$ cat src/rtl/fetcher_pkg.sv
// Shared definitions for the instruction-fetch stage.
// Holds the RISC-V instruction exception cause codes and the fetcher FSM
// state encoding. The decoder and exception unit use the same cause codes.
package fetcher_pkg;

    localparam logic [3:0] CAUSE_INSTR_MISALIGNED   = 4'd0;
    localparam logic [3:0] CAUSE_INSTR_ACCESS_FAULT = 4'd1;

    typedef enum logic [1:0] {
        ST_IDLE  = 2'd0,
        ST_WAIT  = 2'd1,
        ST_DRAIN = 2'd2
    } fetch_state_e;

endpackage

$ cat src/rtl/fetcher.sv
// Instruction-fetch stage of the multi-cycle RV32 core.
// Reads one 32-bit word at the requested PC over the instruction bus and
// hands it to the decoder with a one-cycle completed pulse. A misaligned PC
// or a bus fault is reported as an exception instead of an instruction.
//
// Ports:
//   clk, rstn          clock, synchronous active-low reset
//   enabled, pc        start request and fetch address (sampled in IDLE)
//   flush              abandon the fetch in flight
//   completed          one-cycle pulse, result outputs valid
//   instr_raw, pc_out  fetched word and its PC (held)
//   exception, cause   fetch failed and why (held)
//   tval               faulting PC (held)
//   mem_request/addr   bus request (level) and word address
//   mem_ready/rdata    bus completion and read data
//   mem_fault          bus error, qualified by mem_ready
//
// state    | meaning
// ---------+--------------------------------------------------------------
// ST_IDLE  | no bus access; waiting for enabled
// ST_WAIT  | request on the bus, result will be delivered
// ST_DRAIN | flushed; request kept up until the bus finishes, result dropped
module fetcher
    import fetcher_pkg::*;
#(
    parameter logic [31:0] RESET_INSTR = 32'h0000_0013
) (
    input  logic        clk,
    input  logic        rstn,
    input  logic        enabled,
    input  logic        flush,
    input  logic [31:0] pc,
    output logic        completed,
    output logic [31:0] instr_raw,
    output logic [31:0] pc_out,
    output logic        exception,
    output logic [3:0]  cause,
    output logic [31:0] tval,
    output logic        mem_request,
    output logic [31:0] mem_addr,
    input  logic        mem_ready,
    input  logic [31:0] mem_rdata,
    input  logic        mem_fault
);

    fetch_state_e state_q, state_d;
    logic         completed_q, completed_d;
    logic [31:0]  instr_q, instr_d;
    logic [31:0]  pc_out_q, pc_out_d;
    logic         exc_q, exc_d;
    logic [3:0]   cause_q, cause_d;
    logic [31:0]  tval_q, tval_d;
    logic         req_q, req_d;
    logic [31:0]  addr_q, addr_d;

    always_ff @(posedge clk) begin
        if (!rstn) begin
            state_q     <= ST_IDLE;
            completed_q <= 1'b0;
            instr_q     <= RESET_INSTR;
            pc_out_q    <= '0;
            exc_q       <= 1'b0;
            cause_q     <= '0;
            tval_q      <= '0;
            req_q       <= 1'b0;
            addr_q      <= '0;
        end else begin
            state_q     <= state_d;
            completed_q <= completed_d;
            instr_q     <= instr_d;
            pc_out_q    <= pc_out_d;
            exc_q       <= exc_d;
            cause_q     <= cause_d;
            tval_q      <= tval_d;
            req_q       <= req_d;
            addr_q      <= addr_d;
        end
    end

    always_comb begin
        state_d     = state_q;
        completed_d = 1'b0;
        instr_d     = instr_q;
        pc_out_d    = pc_out_q;
        exc_d       = exc_q;
        cause_d     = cause_q;
        tval_d      = tval_q;
        req_d       = req_q;
        addr_d      = addr_q;

        unique case (state_q)
            ST_IDLE: begin
                if (enabled) begin
                    if (pc[1:0] == 2'b00) begin
                        addr_d  = pc;
                        req_d   = 1'b1;
                        state_d = ST_WAIT;
                    end else begin
                        // Misaligned: report immediately, never touch the bus.
                        completed_d = 1'b1;
                        exc_d       = 1'b1;
                        cause_d     = CAUSE_INSTR_MISALIGNED;
                        tval_d      = pc;
                        instr_d     = RESET_INSTR;
                        pc_out_d    = pc;
                    end
                end
            end
            ST_WAIT: begin
                if (flush) begin
                    // Flush beats a simultaneous mem_ready; otherwise the
                    // transaction must still be allowed to finish.
                    if (mem_ready) begin
                        req_d   = 1'b0;
                        state_d = ST_IDLE;
                    end else begin
                        state_d = ST_DRAIN;
                    end
                end else if (mem_ready) begin
                    req_d       = 1'b0;
                    state_d     = ST_IDLE;
                    completed_d = 1'b1;
                    pc_out_d    = addr_q;
                    if (mem_fault) begin
                        exc_d   = 1'b1;
                        cause_d = CAUSE_INSTR_ACCESS_FAULT;
                        tval_d  = addr_q;
                        instr_d = RESET_INSTR;
                    end else begin
                        exc_d   = 1'b0;
                        instr_d = mem_rdata;
                    end
                end
            end
            ST_DRAIN: begin
                if (mem_ready) begin
                    req_d   = 1'b0;
                    state_d = ST_IDLE;
                end
            end
            default: begin
                req_d   = 1'b0;
                state_d = ST_IDLE;
            end
        endcase
    end

    assign completed   = completed_q;
    assign instr_raw   = instr_q;
    assign pc_out      = pc_out_q;
    assign exception   = exc_q;
    assign cause       = cause_q;
    assign tval        = tval_q;
    assign mem_request = req_q;
    assign mem_addr    = addr_q;

endmodule

$ cat config.mk
export PLATFORM = sky130hd
export DESIGN_NAME = fetcher
export DESIGN_NICKNAME = d
export VERILOG_FILES = /design/src/rtl/fetcher_pkg.sv /design/src/rtl/fetcher.sv
export SDC_FILE = /design/constraint.sdc
export NUM_CORES = 1
export LEC_CHECK = 0
export CORE_UTILIZATION = 40
export DETAILED_ROUTE_END_ITERATION = 8
export GPL_ROUTABILITY_DRIVEN = 0
export GPL_TIMING_DRIVEN = 1
export PLACE_DENSITY = 0.8
export SLEW_MARGIN = 20
export SYNTH_ARGS = -nofsm -noshare
export SYNTH_HDL_FRONTEND = slang
export SYNTH_SLANG_ARGS = --single-unit
$ cat constraint.sdc
create_clock -name clk -period 1.9 [get_ports clk]
set_clock_uncertainty 0.15 [all_clocks]
set_input_delay 0.57 -clock clk [delete_from_list [all_inputs] [get_ports clk]]
set_output_delay 0.57 -clock clk [all_outputs]
set_load 0.02 [all_outputs]
== Word level (Yosys, flattened, before mapping) ==
Index checks and enable logic that the tools add are counted.

* Register bits after elaboration: 137
* Output and inout port bits: 135
* Logic and storage cells: 69
* Input bits: 70

* Reduce and logical (&&, ||, !) cells: 9
* Equal/unequal tests: 9
* Multiplexer cells: 42

{| class="wikitable"
|+ Operators by type and width
! cell !! count
|-
| $mux W32 || 12
|-
| $pmux W32 S2 || 3
|-
| $mux W4 || 5
|-
| $mux W1 || 12
|-
| $ne A2 B2 Y1 const B || 6
|-
| $mux W2 || 5
|-
| $pmux W4 S2 || 1
|-
| $pmux W1 S2 || 3
|-
| $pmux W2 S3 || 1
|-
| $reduce_and A3 Y1 || 2
|-
| $reduce_and A6 Y1 || 1
|-
| $reduce_and A5 Y1 || 1
|-
| $logic_not A2 Y1 || 2
|-
| $eq A2 B1 Y1 const B || 1
|-
| $eq A2 B2 Y1 const B || 1
|-
| $ne A2 B1 Y1 const B || 1
|-
| $reduce_and A2 Y1 || 1
|-
| $reduce_bool A2 Y1 || 1
|-
| $reduce_or A2 Y1 || 1
|}

== Logic depth before layout (Yosys ltp) ==
* Depth in word-level cells: 4
* Gate-level depth with buffers: 8
* Mapped depth without buffers: 6

== Least setup slack after synthesis ==
No wires, ideal clock.

* Path type: input port to flip-flop
* From: input port flush
* To: register instr_q[1] (netlist: instr_raw[1])
* Path buffers: 2
* Library setup time: 133 ps
* Path slack: 23 ps
* Stages: 6
* Data required time: 1,617 ps
* Data arrival time: 1,594 ps
* Cell sequence: nand2b_1 -> a221o_1 -> buf_2 -> buf_2 -> nor3_1 -> a31oi_1

* Longest elaborated chain between the ends: 2

{| class="wikitable"
|+ RTL lines
! item !! RTL line !! text
|-
| start, declared || fetcher.sv:31 || <nowiki>input logic flush,</nowiki>
|-
| $ne A2 B2 Y1 (no line) || -- ||
|-
| $reduce_and A5 Y1 (no line) || -- ||
|-
| end signal, assigned || fetcher.sv:70 || <nowiki>instr_q <= instr_d;</nowiki>
|-
| end, declared || fetcher.sv:48 || <nowiki>logic [31:0] instr_q, instr_d;</nowiki>
|}

Every way passes these cells.
A chain may end at the register's enable or synchronous reset.

== Worst setup path after layout ==
* From: register addr_q[11] (netlist: mem_addr[11])
* To: output port mem_addr[11]

{| class="wikitable"
|+ RTL lines
! item !! RTL line !! text
|-
| start, declared || fetcher.sv:54 || <nowiki>logic [31:0] addr_q, addr_d;</nowiki>
|-
| start signal, assigned || fetcher.sv:76 || <nowiki>addr_q <= addr_d;</nowiki>
|-
| end, declared || fetcher.sv:40 || <nowiki>output logic [31:0] mem_addr,</nowiki>
|}

No word-level cell between the ends.

==> results.md <==
Status
• status: complete, no violations

Run
• maxcap violations: 0

Critical path
• ordered list of cells on the worst path: dlygate4sd2_1
• longest individual stage delay on the worst path: 0.37 ns
• count of buffer and inverter cells on the critical path: 1
• library cell contributing the largest single delay on the critical path: sky130_fd_sc_hd__dfxtp_1
• Arr. time, crit path: 1.15 ns
• type of the worst setup path: flip-flop to output pin
• endpoint type of the worst setup path: output pin
• crit-path leading delay family: flip-flops
• critical-path maximum fanout: 3
• Setup crit start kind: flip-flop
• required time reported for the critical path endpoint: 1.18 ns

Power and ir drop
• Lkg Pwr: 3.83 nW
• maximum resistive drop on vdd: 560 uV
• NetSw: 3.73 mW
• overall power after layout: 11.0 mW
• switching part of the total power: 34.0%
• combinational share of power: 40.0%
• share of power burned in registers: 32.4%
• internal power: 7.24 mW
• power density over cell area: 1320 nW/um^2
• relative contribution of the clock network to total power: 27.6%

Timing
• RSZ-0062 raised after global routing: yes
• shortest period the worst path allows: 1.87 ns
• post-route clock period utilization: 98.4%
• Setup Viol. Count Final: 0
• final hold violations: 0
• peak clock frequency supported by timing: 535 MHz
• final count of pins violating max slew: 0
• smallest setup slack after layout: 0.0306 ns

Floorplanning
• initial core utilization: 41.5%
• placeable core region: 12800 um^2
• Chip Height: 117 um
• number of primary I/O pins: 205
• horizontal extent of the die: 117 um
• die area: 13700 um^2
• number of cell rows: 41

GRT
• overall overflow remaining after global route: 0
• most heavily used metal layer in global routing: met2
• gr usage total: 23.6%
• met3 Track Usage GR: 7.42%
• first-pass GRT wire length: 24.6 mm
• number of antenna violations at the first check in global routing: 0
• pin count of the biggest net entering global routing: 81
• met2 global-route usage: 41.4%
• number of global-route vias before repair: 4971
• met1 track utilization from global routing: 26.6%

Clock network
• Clock Tree Root: sky130_fd_sc_hd__clkbuf_16
• CTS tree: done
• H-tree lvl count: 4
• Max Buffers Root-to-Sink: 2
• clock slew at reported path FFs: 0.05 ns
• clock sink total: 134
• clock buffer count from CTS: 17
• Worst-Skew Late Latency: 0.41 ns

Finish
• top library cells by usage in the layout, fill and taps aside: sky130_fd_sc_hd__nand2_1, sky130_fd_sc_hd__dlygate4sd2_1, sky130_fd_sc_hd__dfxtp_1, sky130_fd_sc_hd__nand3_1, sky130_fd_sc_hd__clkdlybuf4s50_1
• fill cell total of the finished layout: 1088
• final instance count without filler cells: 1010
• NumNets Final: 903
• footprint of the multi-input gates: 2440 um^2
• fraction of final layout cells with drive strength greater than 1: 14.6%
• most common library cell in the layout ignoring fill and taps: sky130_fd_sc_hd__nand2_1
• synthesis-to-layout area growth: 57.0%
• sequential cell area in the final layout: 2690 um^2
• Core Util, Final: 65.1%

Synth
• cell area after synthesis: 5300 um^2
• biggest area contributors in the synthesized netlist: sky130_fd_sc_hd__dfxtp_1, sky130_fd_sc_hd__nand2_1, sky130_fd_sc_hd__mux2_2, sky130_fd_sc_hd__mux2i_1, sky130_fd_sc_hd__nand3_1
• Yosys Warn Count: 0
• synthesized instance count: 612
• synthesized area divided by synthesized cell count: 8.66 um^2
• sequential fraction of the synthesis area: 50.6%
• Synth top area share: 50.6%
• Yosys reg bits: 134
• library cell occupying the most area in the post-synthesis netlist: sky130_fd_sc_hd__dfxtp_1
• number of distinct library cells after synthesis: 32

Detailed routing
• final WL: 15.9 mm
• via count: 5172
• DRC violation count after routing: 0
• initial DRC count: 294
• Wirelength per Cell: 15.8 um
• Vias per Instance: 5.12
• remaining number of nets flagged by the antenna check after routing: 0
• router iterations before antenna repair: 5

Place
• port buffer count: 201
• total half-perimeter wirelength after legalization and detailed placement: 10.4 mm
• pre-CTS setup slack: -0.539 ns
• count of placed standard cells including taps: 969

Hold path
• Hold/Removal Path Class: flip-flop to flip-flop

[synth_stat cells, drive strengths merged]
library cell,number
o221a,1
a21boi,1
o31ai,1
o211ai,1
inv,9
a21oi,61
ha,5
nor3,4
o21ai,36
and3,4
mux2,32
a221oi,1
nor2,6
nand3,64
conb,1
clkbuf,27
dfxtp,134
nor2b,3
a221o,1
a31oi,3
a211oi,1
o31a,1
nand2,155
o41ai,1
mux2i,32
buf,25
nand2b,2
[power groups by stage]
stage / sequential [mW] / clock, mW / combinational [mW]
2_1_floorplan: 4.15 / 0 / 1.72
3_3_place_gp: 3.60 / 0 / 4.07
3_5_place_dp: 3.61 / 0 / 4.12
4_1_cts: 3.54 / 3.09 / 4.16
5_1_grt: 3.60 / 3.21 / 4.72
6_report: 3.55 / 3.03 / 4.39
[final timing paths]
path | from | endpoint | slack, ns | cells after the start
min reg2reg | instr_raw[17] | instr_raw[17] | 0.30 | 2
min | instr_raw[17] | instr_raw[17] | 0.30 | 2
max reg2reg | state_q[1] | instr_raw[4] | 0.06 | 6
max | mem_addr[11] | mem_addr[11] | 0.03 | 1
[final cells by class]
| type | instances | share of cell area (%) |
|---|---|---|
| sequential | 134 | 32.3 |
| multi-input combinational | 420 | 29.3 |
| timing repair buffer | 246 | 28.9 |
| clock buffer | 23 | 5.87 |
| tap | 172 | 2.59 |
| clock inverter | 5 | 0.602 |
| inverter | 9 | 0.406 |
| antenna | 1 | 0.0301 |
[per-layer routing]
metal  up-vias  wire length, um
met4         0              269
met3        31             1130
met5         -                0
li1       2506                -
met2       190             7820
met1      2445             6720
[what timing repair did]
action                                  4_1_cts  5_1_grt
pin swaps                                     1        2
gates cloned                                  3        1
setup buffers                                 3        5
endpoints found under the setup margin      208       97
hold buffers                                  0        0
resized for setup                           152       19
[metrics by stage]
step	hold slack [ns]	setup TNS (ns)	cell area, um^2
6_report	0.295	0	8320
5_1_grt	0.312	-0.0491	8320
4_1_cts	0.300	-0.358	8200
3_5_place_dp	0.296	-54.54	7690
3_3_place_gp	0.287	-52.62	7690
2_1_floorplan	0.346	0	5310
[flip-flops by register name, summed over array words and instances (netlist names)]
name         count
tval            32
mem_request      1
completed        1
cause            1
mem_addr        32
exception        1
instr_raw       32
state_q          2
pc_out          32
[logic make-up after synthesis]
logic type      Yosys count  synth area share, %
compound gates          109                 11.1
flops                   134                 50.6
fa+ha+maj                 5                 1.18
buf+inv                  61                 5.29
mux                      64                 12.8
simple gates            238                 18.9
other cells               1               0.0708
Note: power is estimated with default switching activity, not from simulation.
